===== src/rtl/buzzer_tone_gen.sv =====
// Buzzer tone generator: four debounced active-low buttons select a level, apply
// it as a clamped tone half-period, and toggle mute on a square-wave buzzer output.
module buzzer_tone_gen #(
  parameter int LEVEL_W    = 4,
  parameter int CNT_W      = 22,
  parameter int BASE_HALF  = 250000,
  parameter int STEP_HALF  = 15000,
  parameter int MIN_HALF   = 2500,
  parameter int DEB_CYCLES = 1000,
  parameter int WRAP_EN    = 0
) (
  input  logic               clk_i,
  input  logic               rst_i,
  input  logic               btn_inc_n_i,
  input  logic               btn_dec_n_i,
  input  logic               btn_freq_n_i,
  input  logic               btn_sil_n_i,
  output logic [LEVEL_W-1:0] led_n_o,
  output logic [CNT_W-1:0]   cmp_o,
  output logic               buzzer_n_o,
  output logic               muted_o
);

  localparam int          NUM_LEVELS = 2 ** LEVEL_W;
  localparam int unsigned NUM_BTN    = 4;
  localparam int unsigned BTN_INC    = 0;
  localparam int unsigned BTN_DEC    = 1;
  localparam int unsigned BTN_FREQ   = 2;
  localparam int unsigned BTN_SIL    = 3;

  localparam int                 DEB_W    = (DEB_CYCLES > 1) ? $clog2(DEB_CYCLES) : 1;
  localparam logic [DEB_W-1:0]   DEB_LAST = DEB_W'(DEB_CYCLES - 1);
  localparam logic [LEVEL_W-1:0] LVL_MAX  = LEVEL_W'(NUM_LEVELS - 1);

  localparam int                PROD_W = CNT_W + LEVEL_W + 1;
  localparam logic [PROD_W-1:0] BASE_P = PROD_W'(BASE_HALF);
  localparam logic [PROD_W-1:0] STEP_P = PROD_W'(STEP_HALF);
  localparam logic [PROD_W-1:0] MIN_P  = PROD_W'(MIN_HALF);

  logic [NUM_BTN-1:0] btn_raw;

  logic [NUM_BTN-1:0]            sync1_q, sync1_d;
  logic [NUM_BTN-1:0]            sync2_q, sync2_d;
  logic [NUM_BTN-1:0]            deb_q, deb_d;
  logic [NUM_BTN-1:0][DEB_W-1:0] deb_cnt_q, deb_cnt_d;
  logic [NUM_BTN-1:0]            press;

  logic [LEVEL_W-1:0] level_q, level_d;
  logic [CNT_W-1:0]   cmp_q, cmp_d;
  logic [CNT_W-1:0]   tone_cnt_q, tone_cnt_d;
  logic               tone_ph_q, tone_ph_d;
  logic               muted_q, muted_d;

  logic [PROD_W-1:0] prod;
  logic [PROD_W-1:0] diff;
  logic [CNT_W-1:0]  cmp_new;

  assign btn_raw = ~{btn_sil_n_i, btn_freq_n_i, btn_dec_n_i, btn_inc_n_i};

  // A press fires in the same cycle the debounced state rises, so the action
  // lands on the edge that completes the stability window.
  always_comb begin
    sync1_d   = btn_raw;
    sync2_d   = sync1_q;
    deb_d     = deb_q;
    deb_cnt_d = '0;
    press     = '0;
    for (int unsigned i = 0; i < NUM_BTN; i++) begin
      if (sync2_q[i] != deb_q[i]) begin
        if (deb_cnt_q[i] == DEB_LAST) begin
          deb_d[i] = sync2_q[i];
          press[i] = sync2_q[i];
        end else begin
          deb_cnt_d[i] = deb_cnt_q[i] + DEB_W'(1);
        end
      end
    end
  end

  always_comb begin
    level_d = level_q;
    if (press[BTN_INC] && !press[BTN_DEC]) begin
      if (level_q == LVL_MAX) begin
        level_d = (WRAP_EN != 0) ? '0 : level_q;
      end else begin
        level_d = level_q + LEVEL_W'(1);
      end
    end else if (press[BTN_DEC] && !press[BTN_INC]) begin
      if (level_q == '0) begin
        level_d = (WRAP_EN != 0) ? LVL_MAX : level_q;
      end else begin
        level_d = level_q - LEVEL_W'(1);
      end
    end
  end

  // Wide arithmetic keeps the subtraction from wrapping before the floor clamp.
  always_comb begin
    prod = PROD_W'(level_q) * STEP_P;
    if (prod >= BASE_P) begin
      diff = '0;
    end else begin
      diff = BASE_P - prod;
    end
    if (diff < MIN_P) begin
      cmp_new = CNT_W'(MIN_HALF);
    end else begin
      cmp_new = CNT_W'(diff);
    end
    cmp_d = press[BTN_FREQ] ? cmp_new : cmp_q;
  end

  always_comb begin
    tone_cnt_d = tone_cnt_q + CNT_W'(1);
    tone_ph_d  = tone_ph_q;
    if (press[BTN_FREQ]) begin
      tone_cnt_d = '0;
      tone_ph_d  = 1'b0;
    end else if (tone_cnt_q == cmp_q - CNT_W'(1)) begin
      tone_cnt_d = '0;
      tone_ph_d  = ~tone_ph_q;
    end
    muted_d = muted_q ^ press[BTN_SIL];
  end

  always_ff @(posedge clk_i or posedge rst_i) begin
    if (rst_i) begin
      sync1_q    <= '0;
      sync2_q    <= '0;
      deb_q      <= '0;
      deb_cnt_q  <= '0;
      level_q    <= '0;
      cmp_q      <= CNT_W'(BASE_HALF);
      tone_cnt_q <= '0;
      tone_ph_q  <= 1'b0;
      muted_q    <= 1'b1;
    end else begin
      sync1_q    <= sync1_d;
      sync2_q    <= sync2_d;
      deb_q      <= deb_d;
      deb_cnt_q  <= deb_cnt_d;
      level_q    <= level_d;
      cmp_q      <= cmp_d;
      tone_cnt_q <= tone_cnt_d;
      tone_ph_q  <= tone_ph_d;
      muted_q    <= muted_d;
    end
  end

  assign led_n_o    = ~level_q;
  assign cmp_o      = cmp_q;
  assign muted_o    = muted_q;
  assign buzzer_n_o = muted_q | ~tone_ph_q;

endmodule


===== config.mk =====
export PLATFORM = sky130hd
export DESIGN_NAME = buzzer_tone_gen
export DESIGN_NICKNAME = d
export VERILOG_FILES = /design/src/rtl/buzzer_tone_gen.sv
export SDC_FILE = /design/constraint.sdc
export NUM_CORES = 1
export LEC_CHECK = 0
export BUFFER_PORTS_ARGS = -buffer_cell sky130_fd_sc_hd__buf_4
export CORE_ASPECT_RATIO = 2
export CORE_MARGIN = 5
export CORE_UTILIZATION = 40
export CTS_BUF_LIST = sky130_fd_sc_hd__clkbuf_4 sky130_fd_sc_hd__clkbuf_8
export DETAILED_ROUTE_END_ITERATION = 10
export PLACE_DENSITY = 0.55
export SYNTH_ARGS = -nofsm -noshare
export SYNTH_HDL_FRONTEND = slang
export SYNTH_SLANG_ARGS = --single-unit

===== constraint.sdc =====
create_clock -name clk_i -period 3.8 [get_ports clk_i]
set_input_delay 0.38 -clock clk_i [delete_from_list [all_inputs] [get_ports clk_i]]
set_output_delay 0.38 -clock clk_i [all_outputs]
set_load 0.05 [all_outputs]

==> results.json <==
{
  "final_area_um2": 7560,
  "synth_area_um2": 6150,
  "critPathMaxFanout": 9,
  "hp-class": "input port to asynchronous set/reset pin",
  "yosysTopAreaCell": "dfrtp_1",
  "wl_per_cell_um": 16.0,
  "leakagePower_nw": 3.49,
  "cts_hold_buffers": 0,
  "synthTopCellsByArea": "dfrtp_1 (36%), ha_1 (7.5%), xnor2_1 (7.1%)",
  "outcome": "completed",
  "period_share": 0.977,
  "ant_nets": 0,
  "remaining_drc_errors": 0,
  "routed_wl_um": 15200,
  "dominantRegCellSynth": "dfrtp_1",
  "core_um2": 15200,
  "h-tree-depth": 3,
  "ctsRootBufferMaster": "clkbuf_8",
  "clk_pin_slew_ps": 100,
  "dpl.cell_count": 923,
  "synth-seq-cells": 97,
  "cts_tree": "yes",
  "layout-drive-gt1-share": 0.225,
  "dieArea_um2": 18100,
  "crit_family": "compound AO/OA/AOI/OAI gates",
  "tightestPinTransition_ps": 817,
  "cts.sink_count": 97,
  "total_power_mw": 1.96,
  "maxCapViolCount": 0,
  "area_delta_synth_final_pct": 22.9,
  "critPathBufInv": 2,
  "fmax_ghz": 0.269,
  "async_flop_share": 1.00,
  "numCtsBuffers": 9,
  "ys_warn_count": 0,
  "diodes": 0,
  "drtIter0Drc": 110,
  "dp_slack_ps": -69.7,
  "port_buffers": 31,
  "grtUsageTotal": 0.170,
  "fin_nets": 795,
  "place_congestion": 0.916,
  "critPathKind": "flop to flop",
  "crit_top_cell": "ha_4",
  "cp_cell_sequence": "clkinvlp_4 -> ha_4 -> ha_4 -> or2_4 -> ha_4 -> o211a_4 -> o2bb2ai_4 -> nor4b_2 -> a2111o_1 -> a21boi_2 -> xnor2_1 -> or4_1 -> buf_6 -> a22o_1",
  "firstDrtPassIters": 4,
  "end_kind": "flop",
  "grt_pass1_vias": 5210,
  "routed_via_density": 5.32,
  "dp_hpwl_um": 12000,
  "layout_setup_ws_ps": 89.0,
  "yosys-top-cells-count": "dfrtp_1 (89), nor2_1 (89), xnor2_1 (50), xor2_1 (47), nand2_1 (43)",
  "ir_drop_uv": 223,
  "grt_max_degree": 54,
  "placed_cell_area_um2": 7090,
  "antenna_found_initial": 0,
  "grt_pass1_wl_um": 24900,
  "die_h_um": 185,
  "cpPeakStageDelay_ps": 540,
  "synth_area_per_cell_um2": 9.35,
  "slew_viol_final": 0,
  "yosysTopAreaCellShare": 0.362,
  "yosysSeqAreaShare": 0.396,
  "worstPathArrival_ps": 3970,
  "syn_inst": 658,
  "num_vias": 5069,
  "num_rows": 64,
  "initial_core_util": 0.405,
  "post-route-min-period_ps": 3710,
  "crit_slowest_cell": "or4_1",
  "ios": 34,
  "hold_violations": 0,
  "synth.distinct_cells": 74,
  "power.density_nw_per_um2": 259,
  "fin_cells": 952,
  "clk_latency_ps": 370,
  "grt_overflow_total": 0,
  "slew_headroom": 0.454,
  "fin_skew_ps": 10.9,
  "clock_path_buffers": 2,
  "cp-start-kind": "flop",
  "die_w_um": 97.7,
  "post-route-util": 0.497,
  "crit_required_ps": 4060,
  "setup_viol": 0,
  "rsz0062_at_grt": "true",
  "synth_edf_count": 0
}
-- stage by stage --
stage | setup TNS (ps) | hold slack [ps]
6_report | 0 | 102
5_1_grt | -115 | 105
4_1_cts | 0 | 102
3_5_place_dp | -304 | 335
3_3_place_gp | -91.8 | 333
2_1_floorplan | -1060 | 331
-- cells by family after synthesis --
| logic type | synth area share |
|---|---|
| flops | 0.396 |
| mux | 0.00915 |
| other cells | 0.000609 |
| simple gates | 0.222 |
| compound gates | 0.112 |
| xor+xnor | 0.138 |
| fa+ha+maj | 0.0850 |
| buf+inv | 0.0374 |
-- worst paths after layout --
check                                            start                 endpoint  slack (ps)  cells past startpoint
worst max-delay path            level_q[2]$_DFFE_PP0P_     cmp_o[9]$_DFFE_PP0P_          90                     14
worst min-delay path                             rst_i  deb_cnt_q[30]$_DFF_PP0_         100                      2
worst max register to register  level_q[2]$_DFFE_PP0P_     cmp_o[9]$_DFFE_PP0P_          90                     14
worst min register to register    sync1_q[0]$_DFF_PP0_     sync2_q[0]$_DFF_PP0_         360                      0
max in group asynchronous                        rst_i  deb_cnt_q[20]$_DFF_PP0_        2870                      3
min in group clk_i                         btn_dec_n_i     sync1_q[1]$_DFF_PP0_         130                      2
-- power breakdown --
group	switching, mW	total, mW	internal [mW]	leakage (nW)
clock	0.378	0.843	0.465	0.129
sequential	0.0104	1.06	1.05	1.28
combinational	0.0418	0.0591	0.0172	2.08
-- worst register-to-register path, stage by stage (launching register included) --
cell	delay [ps]
dfrtp_2	420
clkinvlp_4	170
ha_4	210
ha_4	140
or2_4	230
ha_4	270
o211a_4	270
o2bb2ai_4	180
nor4b_2	80
a2111o_1	400
a21boi_2	200
xnor2_1	150
or4_1	540
buf_6	160
a22o_1	170
-- cells in the final DEF, fill, tap and decap left out, types with 10 or more instances in the layout --
cell and count:
xor2_1 46, nand3_1 28, clkbuf_8 10, nand4_1 12, and3_1 19, or3_1 10
nand2_1 42, nor3_1 25, o21ai_0 16, buf_4 98, inv_1 25, xnor2_1 47
nor2_1 89, a21oi_1 15, dfrtp_1 86, ha_1 28
-- repair_timing --
action                                  in CTS  in global routing
endpoints found under the setup margin       9                 15
buffers inserted                             3                  9
pin swaps                                    0                 11
cloned                                       0                  1
gates resized for setup                      3                 19
-- final cells by class --
type	instances	area, um2
fillers	1485	7650
multi-input cells	513	3750
flip-flops and latches	97	2440
repair buffers	99	747
well taps	198	248
clock buffers	10	138
inverters	29	123
clock inverters	6	119
-- state kept, by name (all words and copies together) (netlist names) --
signal and count:
sync2_q 4, tone_ph_q 1, sync1_q 4, cmp_o 17
muted_o 1, level_q 4, deb_q 4, deb_cnt_q 40
tone_cnt_q 22
-- per-layer routing --
layer	wire [um]	global-route usage	share of wire
met5	0	0	0
met3	392	0.0283	0.026
met1	5210	0.159	0.34
met4	813	0.0948	0.053
met2	8820	0.342	0.58
Power figures use the tool's default switching activity.
